<file path="config.mk">
export PLATFORM = sky130hd
export DESIGN_NAME = sseg_scan_flat
export DESIGN_NICKNAME = d
export VERILOG_FILES = /design/src/rtl/sseg_scan_if.sv /design/src/rtl/sseg_scan.sv /design/src/flat_wrapper.sv
export SDC_FILE = /design/constraint.sdc
export NUM_CORES = 1
export LEC_CHECK = 0
export ABC_AREA = 1
export CORE_MARGIN = 10
export CORE_UTILIZATION = 45
export CTS_CLUSTER_DIAMETER = 200
export DETAILED_ROUTE_END_ITERATION = 16
export GPL_TIMING_DRIVEN = 0
export PLACE_DENSITY_LB_ADDON = 0.05
export SETUP_SLACK_MARGIN = 0.2
export SLEW_MARGIN = 20
export SYNTH_ARGS = -nofsm -noshare
export SYNTH_HDL_FRONTEND = slang
export SYNTH_SLANG_ARGS = --single-unit
</file>
<file path="constraint.sdc">
create_clock -name clk -period 8.15 [get_ports clk]
set_input_delay 2.0375 -clock clk [delete_from_list [all_inputs] [get_ports clk]]
set_output_delay 2.0375 -clock clk [all_outputs]
set_load 0.01 [all_outputs]
</file>
<file path="src/rtl/sseg_scan_if.sv">
// Display-side bundle between the output core and the seven-segment scanner.
// The core side (master) drives digit data; the scanner (slave) drives the display.
interface sseg_scan_if #(
  parameter int N_DIG = 8
);
  logic [4*N_DIG-1:0] hex_in;
  logic [N_DIG-1:0]   dp_in;
  logic [N_DIG-1:0]   en_in;
  logic [3:0]         bright;
  logic [N_DIG-1:0]   an;
  logic [7:0]         sseg;
  logic               frame_start;

  modport master (
    output hex_in, dp_in, en_in, bright,
    input  an, sseg, frame_start
  );

  modport slave (
    input  hex_in, dp_in, en_in, bright,
    output an, sseg, frame_start
  );
endinterface

</file>
<file path="src/rtl/sseg_scan.sv">
// Multiplexed common-anode seven-segment driver: one digit per slot, one dead
// cycle per slot, brightness PWM, and per-frame snapshot of the input word.
module sseg_scan #(
  parameter int N_DIG       = 8,
  parameter int REFRESH_DIV = 100000
) (
  input  logic       clk,
  input  logic       reset,
  sseg_scan_if.slave disp
);

  localparam int DIV_W = $clog2(REFRESH_DIV);
  localparam int IDX_W = (N_DIG > 1) ? $clog2(N_DIG) : 1;
  localparam logic [DIV_W-1:0] DIV_LAST = DIV_W'(REFRESH_DIV - 1);
  localparam logic [IDX_W-1:0] IDX_LAST = IDX_W'(N_DIG - 1);

  logic [DIV_W-1:0]   div_cnt_q, div_cnt_d;
  logic [IDX_W-1:0]   dig_idx_q, dig_idx_d;
  logic [3:0]         pwm_cnt_q, pwm_cnt_d;
  logic [4*N_DIG-1:0] hex_s_q;
  logic [N_DIG-1:0]   dp_s_q;
  logic [N_DIG-1:0]   en_s_q;
  logic [3:0]         bright_s_q;
  logic               load_pend_q;
  logic [N_DIG-1:0]   an_q, an_d;
  logic [7:0]         sseg_q, sseg_d;
  logic               frame_start_q, frame_start_d;
  logic               slot_end;
  logic               load;
  logic               digit_on;
  logic [3:0]         hex_dig [N_DIG];

  for (genvar gi = 0; gi < N_DIG; gi++) begin : g_dig
    assign hex_dig[gi] = hex_s_q[4*gi +: 4];
  end

  // Active-low g..a patterns
  function automatic logic [6:0] seg_decode(input logic [3:0] v);
    logic [6:0] s;
    case (v)
      4'h0: s = 7'h40;  4'h1: s = 7'h79;  4'h2: s = 7'h24;  4'h3: s = 7'h30;
      4'h4: s = 7'h19;  4'h5: s = 7'h12;  4'h6: s = 7'h02;  4'h7: s = 7'h78;
      4'h8: s = 7'h00;  4'h9: s = 7'h10;  4'hA: s = 7'h08;  4'hB: s = 7'h03;
      4'hC: s = 7'h46;  4'hD: s = 7'h21;  4'hE: s = 7'h06;  default: s = 7'h0E;
    endcase
    return s;
  endfunction

  always_comb begin
    slot_end  = (div_cnt_q == DIV_LAST);
    div_cnt_d = slot_end ? '0 : div_cnt_q + 1'b1;
    dig_idx_d = dig_idx_q;
    if (slot_end) begin
      dig_idx_d = (dig_idx_q == IDX_LAST) ? '0 : dig_idx_q + 1'b1;
    end
    pwm_cnt_d = pwm_cnt_q + 4'd1;
    load      = load_pend_q || (slot_end && (dig_idx_q == IDX_LAST));

    // Slot cycle 0 is dead time so the previous digit's anode is fully off.
    digit_on = (div_cnt_q != '0) && en_s_q[dig_idx_q] && (pwm_cnt_q <= bright_s_q);
    an_d = '1;
    if (digit_on) begin
      an_d[dig_idx_q] = 1'b0;
    end
    sseg_d        = {~dp_s_q[dig_idx_q], seg_decode(hex_dig[dig_idx_q])};
    frame_start_d = (div_cnt_q == '0) && (dig_idx_q == '0);
  end

  always_ff @(posedge clk or posedge reset) begin
    if (reset) begin
      div_cnt_q     <= '0;
      dig_idx_q     <= '0;
      pwm_cnt_q     <= '0;
      hex_s_q       <= '0;
      dp_s_q        <= '0;
      en_s_q        <= '0;
      bright_s_q    <= '0;
      load_pend_q   <= 1'b1;
      an_q          <= '1;
      sseg_q        <= 8'hFF;
      frame_start_q <= 1'b0;
    end else begin
      div_cnt_q     <= div_cnt_d;
      dig_idx_q     <= dig_idx_d;
      pwm_cnt_q     <= pwm_cnt_d;
      load_pend_q   <= 1'b0;
      an_q          <= an_d;
      sseg_q        <= sseg_d;
      frame_start_q <= frame_start_d;
      if (load) begin
        hex_s_q    <= disp.hex_in;
        dp_s_q     <= disp.dp_in;
        en_s_q     <= disp.en_in;
        bright_s_q <= disp.bright;
      end
    end
  end

  assign disp.an          = an_q;
  assign disp.sseg        = sseg_q;
  assign disp.frame_start = frame_start_q;

endmodule

</file>
<file path="src/flat_wrapper.sv">
// flat-port wrapper written by rule: the top's interface ports become plain ports
module sseg_scan_flat 
#(
  parameter int N_DIG       = 8,
  parameter int REFRESH_DIV = 100000
)
  (clk, reset, disp_hex_in, disp_dp_in, disp_en_in, disp_bright, disp_an, disp_sseg, disp_frame_start);
  sseg_scan_if #(.N_DIG(N_DIG)) disp_i ();
  input  logic clk;
  input  logic reset;
  input wire logic [$bits(disp_i.hex_in)-1:0] disp_hex_in;
  input wire logic [$bits(disp_i.dp_in)-1:0] disp_dp_in;
  input wire logic [$bits(disp_i.en_in)-1:0] disp_en_in;
  input wire logic [$bits(disp_i.bright)-1:0] disp_bright;
  output wire logic [$bits(disp_i.an)-1:0] disp_an;
  output wire logic [$bits(disp_i.sseg)-1:0] disp_sseg;
  output wire logic [$bits(disp_i.frame_start)-1:0] disp_frame_start;
  assign disp_i.hex_in = disp_hex_in;
  assign disp_i.dp_in = disp_dp_in;
  assign disp_i.en_in = disp_en_in;
  assign disp_i.bright = disp_bright;
  assign disp_an = disp_i.an;
  assign disp_sseg = disp_i.sseg;
  assign disp_frame_start = disp_i.frame_start;
  sseg_scan #(.N_DIG(N_DIG), .REFRESH_DIV(REFRESH_DIV)) u_core (.clk(clk), .reset(reset), .disp(disp_i));
endmodule
</file>
==> results.md, run 1 <==
* CP max stage delay at 0.54 ns
* Compound-Gate Fraction of Synth Area at 12.0%
* Clock-pin slew on the worst setup and hold paths at 0.07 ns
* Synth Cell Area at 0.00507 sq mm
* Commonest cells after routing, fill and taps aside: nand2_1, inv_1, dfrtp_1
* Post-route ant nets at 0
* Adder-cell share of the synthesized area at 3.70%
* Number of global-route vias before repair at 3973
* Total chip power at 1.10 mW
* Worst endpoint required time at 6.11 ns
* CTS tree: yes
* DP HPWL at 8430 microns
* Crit share post-route at 42.2%
* GR Util All Layers at 14.4%
* GR Overflow Total at 0
* Pleak at 3.07 nW
* PostCTS Resize Cnt at 0
* Mux cell area share after synthesis at 0%
* Port Buf Inserts at 70
* CTS Buffer Depth at 2
* Core footprint at 0.0109 sq mm
* Max Clock Skew at 0.00830 ns
* Min cycle time layout at 3.44 ns
* Crit Path Category: reg2out
* Die width at 126 microns
* Critical path startpoint: u_core.disp.sseg[6]$_DFF_PP1_
* Fmax at 291 MHz
* Yosys cell types at 39
* Arrival time worst endpoint at 1.40 ns
* Largest family of logic cells by synthesized area: simple AND/OR/NAND/NOR gates
* Worst R2R Start: u_core.dig_idx_q[1]$_DFFE_PP0N_
* Latest clock arrival within the worst-skew pair at 0.34 ns
* Critical path endpoint: disp_sseg[6]
* Iteration-0 DRC Markers at 259
* Slew Limit Fails at 0
* RSZ-0062 raised after global routing: false
* Final core utilization at 57.4%
* CP cell instances: clkdlybuf4s50_1
* Reg-to-Reg End: u_core.disp.sseg[2]$_DFF_PP1_
* DRC viols at 0
* Syn nets at 656
* Total die area at 0.0159 sq mm
* Total number of yosys warnings at 0
* # hold bufs at CTS at 0
* Peak supply drop at 118 uV
* CTS Buf Count at 9
* Antenna Cells at 0
* Max-Cap Viols at 0
* # Post-CTS Setup Buffers at 0
* CP delay by family, top: buffers and inverters
* Mean Syn Cell Area at 8.64 sq um
* I/O pin cnt at 71
* Largest net degree at the start of global routing at 61
* PwrDens at 175 mW/mm^2
* Final net count at 738
* Cell area after layout at 0.00628 sq mm
* FF-to-FF path depth at 12
* CTS sink cnt at 94
* Critical Path End Type: output port
* Min-Delay Path Class: reg2reg
* Final setup TNS at 0 ns
* Routed vias/inst at 4.78
* Clock root buffer: clkbuf_16
* GP Congestion at 0.900
* Mapped Cells at 587
* Area Growth Syn to Fin at 23.9%
* Seq/Total Area, Yosys at 46.8%
* Initial antenna violation count at 0
* Final Hold Fails at 0
* Slack of the worst reg-to-reg path at 6.06 ns
* First-pass GRT wire length at 19100 microns
* Placement Cell Area at 0.00598 sq mm
* # setup viols final at 0
* Synth Register Bits at 94
* Most common cell after layout, fill and taps aside: nand2_1
* DR vias at 3891
* Xor and xnor area share after synthesis at 1.04%
* WP buf/inv at 1
* Share of cells above drive strength 1 at 24.0%
* Slowest CP cell: clkdlybuf4s50_1
* Per-cell routed wire length at 13.9 microns
* Post-synthesis simple-gate area fraction at 25.3%
* Die Span Y at 126 microns
* Routed WL at 11300 microns
* Drt pass-1 iters at 4
* H-tree lvl count at 3
* FP Rows at 38
* Crit path max fanout at 1
* Critical Path Start Type: register
* Levels on crit path at 1
* Initial Util at 46.4%
* Status: finished, final reports clean
==> logic make-up (layout without fill, tap and decap cells) <==
| family | after synthesis | in the layout |
|---|---|---|
| and+or+nand+nor | 275 | 275 |
| buffers and inverters | 117 | 204 |
| DFF | 94 | 94 |
| AOI/OAI and AO/OA | 79 | 79 |
| adders and majority gates | 15 | 15 |
| xor gates and xnor gates | 6 | 6 |
| other | 1 | 1 |
==> worst min-delay path by stage <==
stage,startpoint,end,slack (ns),cells after the start
floorplan,u_core.div_cnt_q[0]$_DFF_PP0_,u_core.div_cnt_q[0]$_DFF_PP0_,0.43,1
global placement,u_core.div_cnt_q[0]$_DFF_PP0_,u_core.div_cnt_q[0]$_DFF_PP0_,0.45,1
detailed placement,u_core.div_cnt_q[0]$_DFF_PP0_,u_core.div_cnt_q[0]$_DFF_PP0_,0.47,1
CTS,u_core.div_cnt_q[0]$_DFF_PP0_,u_core.div_cnt_q[0]$_DFF_PP0_,0.48,1
global route,u_core.div_cnt_q[0]$_DFF_PP0_,u_core.div_cnt_q[0]$_DFF_PP0_,0.49,1
finish,u_core.div_cnt_q[0]$_DFF_PP0_,u_core.div_cnt_q[0]$_DFF_PP0_,0.47,1
==> report_power, final <==
part | internal (mW) | switching [mW]
registers | 0.501 | 0.0126
logic | 0.0748 | 0.0835
clock network | 0.247 | 0.179
==> registers in the layout, summed over array words and instances, names as in the netlist, 3 cells and up <==
register           flops
u_core.div_cnt_q      17
u_core.hex_s_q        32
u_core.pwm_cnt_q       4
u_core.dp_s_q          8
u_core.en_s_q          8
u_core.dig_idx_q       3
u_core.bright_s_q      4
u_core.disp.sseg       8
u_core.disp.an         8
==> cell usage after synthesis <==
cell type | number | share of area, %
a211oi_1 | 2 | 0.30
a21o_1 | 1 | 0.15
a21oi_1 | 5 | 0.49
a31oi_1 | 1 | 0.12
buf_12 | 6 | 2.4
buf_2 | 9 | 0.89
buf_4 | 1 | 0.15
buf_6 | 1 | 0.22
clkbuf_1 | 1 | 0.074
clkbuf_4 | 1 | 0.15
clkinv_1 | 1 | 0.074
conb_1 | 1 | 0.074
dfrtp_1 | 77 | 38
dfstp_2 | 17 | 8.8
ha_1 | 15 | 3.7
inv_1 | 93 | 6.9
inv_2 | 4 | 0.30
nand2_1 | 134 | 9.9
nand2_2 | 52 | 6.4
nand3_1 | 31 | 3.1
nand3b_1 | 5 | 0.74
nand4_1 | 7 | 0.86
nor2_1 | 26 | 1.9
nor2_2 | 1 | 0.12
nor2_4 | 1 | 0.22
nor3_1 | 13 | 1.3
nor3_2 | 2 | 0.39
nor4_1 | 2 | 0.25
o211ai_1 | 1 | 0.15
o21a_1 | 1 | 0.15
o21ai_0 | 14 | 1.4
o21ai_1 | 2 | 0.20
o21ai_2 | 48 | 8.3
o21bai_4 | 1 | 0.37
o22ai_1 | 2 | 0.25
o31ai_1 | 1 | 0.15
or2_2 | 1 | 0.12
xnor2_1 | 1 | 0.17
xor2_1 | 5 | 0.86
==> area by class of cell <==
| cell class | instances | area, sq um |
|---|---|---|
| inverters | 98 | 373 |
| flip-flops and latches | 94 | 2370 |
| multi-input cells | 376 | 2140 |
| plain buffers | 19 | 195 |
| well taps | 140 | 175 |
| clock buffers | 11 | 243 |
| fillers | 1038 | 4650 |
| repair buffers | 71 | 728 |
| clock inverters | 5 | 58.8 |
==> metrics by stage <==
stage          instances  hold WS [ns]  setup WS [ns]
6_report             814         0.468           4.71
5_1_grt              814         0.488           4.69
4_1_cts              814         0.479           4.70
3_5_place_dp         798         0.469           5.06
3_3_place_gp         797         0.453           2.19
2_1_floorplan        587         0.432           3.69
==> per-layer routing <==
layer | global-route usage (%) | up-vias | wire, microns
li1 | - | 1998 | -
met1 | 19.3 | 1786 | 5580
met2 | 22.5 | 91 | 5100
met3 | 2.94 | 16 | 427
met4 | 4.82 | 0 | 198
met5 | 0 | - | 0
Note: power is estimated with default switching activity, not from simulation.
==> run 2, diff against run 1 <==
==> constraint.sdc (replaced) <==
create_clock -name clk -period 3.3 [get_ports clk]
set_input_delay 0.825 -clock clk [delete_from_list [all_inputs] [get_ports clk]]
set_output_delay 0.825 -clock clk [all_outputs]
set_load 0.01 [all_outputs]
==> results.md, run 2 (synthesis gave the netlist of run 1 again) <==
* Status: finished, final reports clean
* GP Congestion at 0.909 (+1.1%)
* CTS tree: yes
* Largest net degree at the start of global routing at 29 (-52%)
* Arrival time worst endpoint at 1.41 ns (about the same)
* DRC viols at 0 (unchanged)
* Worst endpoint required time at 2.47 ns (-3.64 ns)
* Clk network pwr share at 37.5% (-1.3 points)
* CP max stage delay at 0.53 ns (about the same)
* Most common cell after layout, fill and taps aside: nand2_1
* Number of global-route vias before repair at 4171 (+5.0%)
* Max Clock Skew at 0.00845 ns (+0.000149 ns)
* Power Internal at 1.98 mW (+140%)
* Routed WL at 11300 microns (-0.21%)
* Latest clock arrival within the worst-skew pair at 0.35 ns (about the same)
* Antenna Cells at 0 (unchanged)
* Pleak at 3.08 nW (+0.11%)
* # setup viols final at 0 (unchanged)
* Area of the multi-input gates at 0.00214 sq mm (unchanged)
* Biggest register: u_core.hex_s_q
* FP Rows at 38 (unchanged)
* RSZ-0062 raised after global routing: false
* Crit share post-route at 67.7%
* PwrDens at 422 mW/mm^2 (+140%)
* Share of cells above drive strength 1 at 24.3% (+0.22 points)
* Initial antenna violation count at 0 (unchanged)
* # hold bufs at CTS at 0 (unchanged)
* Comb pwr share at 14.8% (+0.4 points)
* Slew Limit Fails at 0 (unchanged)
* CTS sink cnt at 94 (unchanged)
* Commonest cells after routing, fill and taps aside: nand2_1, inv_1, dfrtp_1
* Actual slew at the worst max-slew pin at 0.636 ns
* Crit path max fanout at 1 (unchanged)
* Slew HR at 57.5%
* First-pass GRT wire length at 19900 microns (+4.0%)
* DP HPWL at 8720 microns (+3.4%)
* # Post-CTS Setup Buffers at 0 (unchanged)
* Fmax at 447 MHz
* Slowest CP cell: dfstp_2
* WP buf/inv at 1 (unchanged)
* Register area at 0.00237 sq mm (unchanged)
* FF-to-FF path depth at 15 (+3)
* Drt pass-1 iters at 4 (unchanged)
* Final setup TNS at 0 ns (unchanged)
* Slack of the worst reg-to-reg path at 1.21 ns (-4.85 ns)
* I/O pin cnt at 71 (unchanged)
* Sw power at 0.683 mW (+150%)
* Final Hold Fails at 0 (unchanged)
* Die width at 126 microns (unchanged)
* Post-route ant nets at 0 (unchanged)
* Reg-to-Reg End: u_core.disp.sseg[0]$_DFF_PP1_
* PostCTS Resize Cnt at 0 (unchanged)
* Core footprint at 0.0109 sq mm (unchanged)
* Filler cells at 1041 (+0.29%)
* Critical path endpoint: disp_sseg[5]
* Sequential Power Share at 47.7% (+0.9 points)
* Total chip power at 2.66 mW (+140%)
* GR Overflow Total at 0 (unchanged)
* DR vias at 3908 (+0.44%)
* Levels on crit path at 1 (unchanged)
* Max reg flops at 32 (unchanged)
* Worst R2R Start: u_core.dig_idx_q[0]$_DFFE_PP0N_
* GR Util All Layers at 15.1% (+0.70 points)
* Iteration-0 DRC Markers at 207 (-20%)
* Min cycle time layout at 2.23 ns
* Critical Path End Type: output port
* Min Hold Slack at 0.472 ns (+0.00454 ns)
* Total die area at 0.0159 sq mm (unchanged)
* CTS Buf Count at 9 (unchanged)
* Switching share of power at 25.7% (+0.57 points)
* Crit Path Category: reg2out
* Clock root buffer: clkbuf_16
* Port Buf Inserts at 70 (unchanged)
* Routed vias/inst at 4.79 (+0.19%)
* Die Span Y at 126 microns (unchanged)
* CTS Buffer Depth at 2 (unchanged)
* Min-Delay Path Class: reg2reg
* Final net count at 740 (+0.27%)
* CP cell instances: clkdlybuf4s50_1
* Critical Path Start Type: register
* Peak supply drop at 305 uV (+160%)
* Area Growth Syn to Fin at 24.3%
* H-tree lvl count at 3 (unchanged)
* Clock-pin slew on the worst setup and hold paths at 0.06 ns (about the same)
* Per-cell routed wire length at 13.8 microns (-0.46%)
* CP delay by family, top: flip-flops
* Critical path startpoint: u_core.disp.sseg[5]$_DFF_PP1_
* Biggest regs: u_core.hex_s_q x32, u_core.div_cnt_q x17
* Initial Util at 46.4% (unchanged)
* Max-Cap Viols at 0 (unchanged)
run 2: layer usage:
metal | vias to the layer above | part of all wire (%) | GRT usage, %
li1 | 1996 | - | -
met2 | 78 | 47 | 24.6
met1 | 1824 | 47 | 18.5
met5 | - | 0 | 0
met3 | 10 | 4.9 | 4.70
met4 | 0 | 0.93 | 4.89
run 2: final cells by class:
class / instances / area share [%]
sequential: 94 / 37.6
clock inverter: 4 / 0.496
timing repair buffer: 73 / 12.2
multi-input combinational: 376 / 33.9
tap: 140 / 2.78
inverter: 98 / 5.89
clock buffer: 12 / 4.07
buffer: 19 / 3.09
run 2: worst min-delay path by stage:
stage	startpoint	end	slack (ns)	cells past startpoint
after floorplan	u_core.div_cnt_q[0]$_DFF_PP0_	u_core.div_cnt_q[0]$_DFF_PP0_	0.43	1
after global placement	u_core.div_cnt_q[0]$_DFF_PP0_	u_core.div_cnt_q[0]$_DFF_PP0_	0.45	1
after detailed placement	u_core.div_cnt_q[0]$_DFF_PP0_	u_core.div_cnt_q[0]$_DFF_PP0_	0.46	1
after CTS	u_core.div_cnt_q[0]$_DFF_PP0_	u_core.div_cnt_q[0]$_DFF_PP0_	0.47	1
after global routing	u_core.pwm_cnt_q[3]$_DFF_PP0_	u_core.pwm_cnt_q[3]$_DFF_PP0_	0.50	1
final	u_core.div_cnt_q[0]$_DFF_PP0_	u_core.div_cnt_q[0]$_DFF_PP0_	0.47	1
run 2: metrics by stage:
step	cells	area (sq um)	setup WS (ns)	utilization [%]
after CTS	816	6310	1.04	57.7
after global routing	816	6310	0.971	57.7
after floorplan	587	5080	1.38	-
after detailed placement	800	6020	1.18	55.0
final	816	6310	1.07	57.7
after global placement	797	5950	0.371	54.4
run 2: power by group through the flow:
stage | clock network (mW) | logic [mW] | registers [mW]
global placement | 0 | 0.385 | 1.29
detailed placement | 0 | 0.401 | 1.29
CTS | 1.03 | 0.403 | 1.27
finish | 0.999 | 0.395 | 1.27
global route | 1.08 | 0.443 | 1.28
floorplan | 0 | 0.230 | 1.29
==> run 3, diff against run 2 <==
==> constraint.sdc (replaced) <==
create_clock -name clk -period 2 [get_ports clk]
set_input_delay 0.5 -clock clk [delete_from_list [all_inputs] [get_ports clk]]
set_output_delay 0.5 -clock clk [all_outputs]
set_load 0.01 [all_outputs]
==> results.md, run 3 (synthesis gave the netlist of run 1 again) <==
* Status: finished, final reports clean
* Min Hold Slack at 0.476 ns (+0.00397 ns)
* Core footprint at 0.0109 sq mm (unchanged)
* Crit share post-route at 91.6%
* Share of cells above drive strength 1 at 35.3% (+11 points)
* Switching share of power at 26.4% (+0.68 points)
* Final net count at 784 (+5.9%)
* Pleak at 3.43 nW (+11%)
* Critical Path End Type: register
* # setup viols final at 0 (unchanged)
* Critical Path Start Type: register
* RSZ-0062 raised after global routing: true
* Min-Delay Path Class: reg2reg
* Iteration-0 DRC Markers at 247 (+19%)
* # hold bufs at CTS at 0 (unchanged)
* WP buf/inv at 4 (+3)
* Min cycle time layout at 1.83 ns
* CTS sink cnt at 94 (unchanged)
* Post-route ant nets at 0 (unchanged)
* Die Span Y at 126 microns (unchanged)
* DR vias at 4180 (+7.0%)
* Area Growth Syn to Fin at 38.5%
* Max reg flops at 32 (unchanged)
* Antenna Cells at 0 (unchanged)
* Fmax at 546 MHz
* Power Internal at 3.32 mW (+68%)
* CP delay by family, top: simple AND/OR/NAND/NOR gates
* Worst endpoint required time at 2.30 ns (-0.17 ns)
* Final Hold Fails at 0 (unchanged)
* Max Clock Skew at 0.00790 ns (-0.000544 ns)
* Most common cell after layout, fill and taps aside: nand2_1
* Actual slew at the worst max-slew pin at 0.631 ns (-0.00474 ns)
* CTS Buffer Depth at 2 (unchanged)
* Slack of the worst reg-to-reg path at 0.17 ns (-1.04 ns)
* DRC viols at 0 (unchanged)
* DP HPWL at 8720 microns (unchanged)
* CTS Buf Count at 9 (unchanged)
* CP max stage delay at 0.40 ns (-0.13 ns)
* Port Buf Inserts at 70 (unchanged)
* Cell count after placement at 800 (unchanged)
* Initial antenna violation count at 0 (unchanged)
* Arrival time worst endpoint at 2.13 ns (+0.72 ns)
* Biggest register: u_core.hex_s_q
* Biggest regs: u_core.hex_s_q x32, u_core.div_cnt_q x17
* Sequential Power Share at 46.5% (-1.2 points)
* GR Util All Layers at 15.6% (+0.55 points)
* H-tree lvl count at 3 (unchanged)
* GP Congestion at 0.909 (unchanged)
* I/O pin cnt at 71 (unchanged)
* Cell area after layout at 0.00703 sq mm (+11%)
* Routed WL at 12600 microns (+12%)
* First-pass GRT wire length at 20600 microns (+3.6%)
* Sw power at 1.19 mW (+74%)
* Latest clock arrival within the worst-skew pair at 0.36 ns (about the same)
* PwrDens at 641 mW/mm^2 (+52%)
* Drt pass-1 iters at 6 (+2)
* Die width at 126 microns (unchanged)
* Clock-pin slew on the worst setup and hold paths at 0.06 ns (about the same)
* Largest net degree at the start of global routing at 29 (unchanged)
* Final setup TNS at 0 ns (unchanged)
* FP Rows at 38 (unchanged)
* Max-Cap Viols at 0 (unchanged)
* Clock root buffer: clkbuf_16
* Commonest cells after routing, fill and taps aside: nand2_1, inv_1, dfrtp_1
* Crit Path Category: reg2reg
* Initial Util at 46.4% (unchanged)
* CP cell instances: buf_6, inv_4, buf_6, nand2_4, nand2_2, nand2_1, nand2_1, nand2_1, nand2_2, inv_4, ha_4, nand3b_1, nand2_1, nand2_1, nand2_1
* Slew HR at 57.8% (+0.32 points)
* CTS tree: yes
* Total die area at 0.0159 sq mm (unchanged)
* Total chip power at 4.51 mW (+69%)
* CP dominant cell by count: nand2_1
* Clk network pwr share at 36.8% (-0.7 points)
* Placement Cell Area at 0.00602 sq mm (unchanged)
* Slew Limit Fails at 0 (unchanged)
* Per-cell routed wire length at 14.6 microns (+5.8%)
* Comb pwr share at 16.7% (+1.9 points)
* Crit path max fanout at 5 (+4)
* Slowest CP cell: dfrtp_1
* Number of global-route vias before repair at 4288 (+2.8%)
* GR Overflow Total at 0 (unchanged)
* Finished Layout Cells at 860 (+5.4%)
* Routed vias/inst at 4.86 (+1.5%)
* Peak supply drop at 524 uV (+72%)
==> run 3: changes by cell type in the layout (fill, tap and decap cells not counted), sizes merged <==
cell,before,now
buf,20,62
clkdlybuf4s50,70,54
inv,96,95
clkinvlp,4,5
dlygate4sd2,0,16
clkbuf,14,16
==> run 3: worst paths after layout <==
path	from	end	cells past startpoint
setup / recovery	u_core.dig_idx_q[0]$_DFFE_PP0N_	u_core.disp.sseg[5]$_DFF_PP1_	15
hold / removal	u_core.pwm_cnt_q[0]$_DFF_PP0_	u_core.pwm_cnt_q[0]$_DFF_PP0_	1
setup reg to reg	u_core.dig_idx_q[0]$_DFFE_PP0N_	u_core.disp.sseg[5]$_DFF_PP1_	15
hold reg to reg	u_core.pwm_cnt_q[0]$_DFF_PP0_	u_core.pwm_cnt_q[0]$_DFF_PP0_	1
max in group asynchronous	reset	u_core.disp.sseg[2]$_DFF_PP1_	4
min in group asynchronous	reset	u_core.hex_s_q[18]$_DFFE_PP0P_	2
==> run 3: layer usage <==
layer  vias up  wire length (microns)  GRT usage [%]
met4         0                    164           5.22
met5         -                      0              0
met1      1979                   5620           19.4
met2        97                   6200           25.3
li1       2088                      -              -
met3        16                    604           4.74
==> run 3: what timing repair did <==
item / 4_1_cts / 5_1_grt
pin swaps: 5 / 23
cloned: 2 / 3
buffers inserted: 16 / 23
resized for setup: 44 / 72
setup endpoints to repair: 83 / 72
==> run 3: worst reg2reg max path: cells and delay by family, from the launching register on <==
kind | cells | cell delay (ns)
simple gates | 10 | 0.83
fa+ha+maj | 1 | 0.15
flops | 1 | 0.40
buf+inv | 4 | 0.41
==> run 3: metrics by stage <==
step           setup slack, ns  utilization (%)
2_1_floorplan            0.283                -
3_3_place_gp            -0.604             54.4
3_5_place_dp           -0.0573             55.0
4_1_cts                  0.199             59.9
5_1_grt                 0.0939             64.3
6_report                 0.169             64.3
==> run 3: layout make-up <==
type                            count  area (sq um)
Clock inverter                      4          31.3
Sequential cell                    94          2380
Multi-Input combinational cell    376          2330
Fill cell                         926          3910
Timing Repair Buffer              117          1190
Buffer                             19           269
Inverter                           98           395
Tap cell                          140           175
Clock buffer                       12           256
==> run 3: power groups by stage <==
stage,combinational [mW],sequential [mW],clock (mW)
finish,0.751,2.10,1.66
global route,0.830,2.11,1.78
CTS,0.687,2.09,1.71
detailed placement,0.661,2.13,0
global placement,0.635,2.13,0
floorplan,0.380,2.13,0
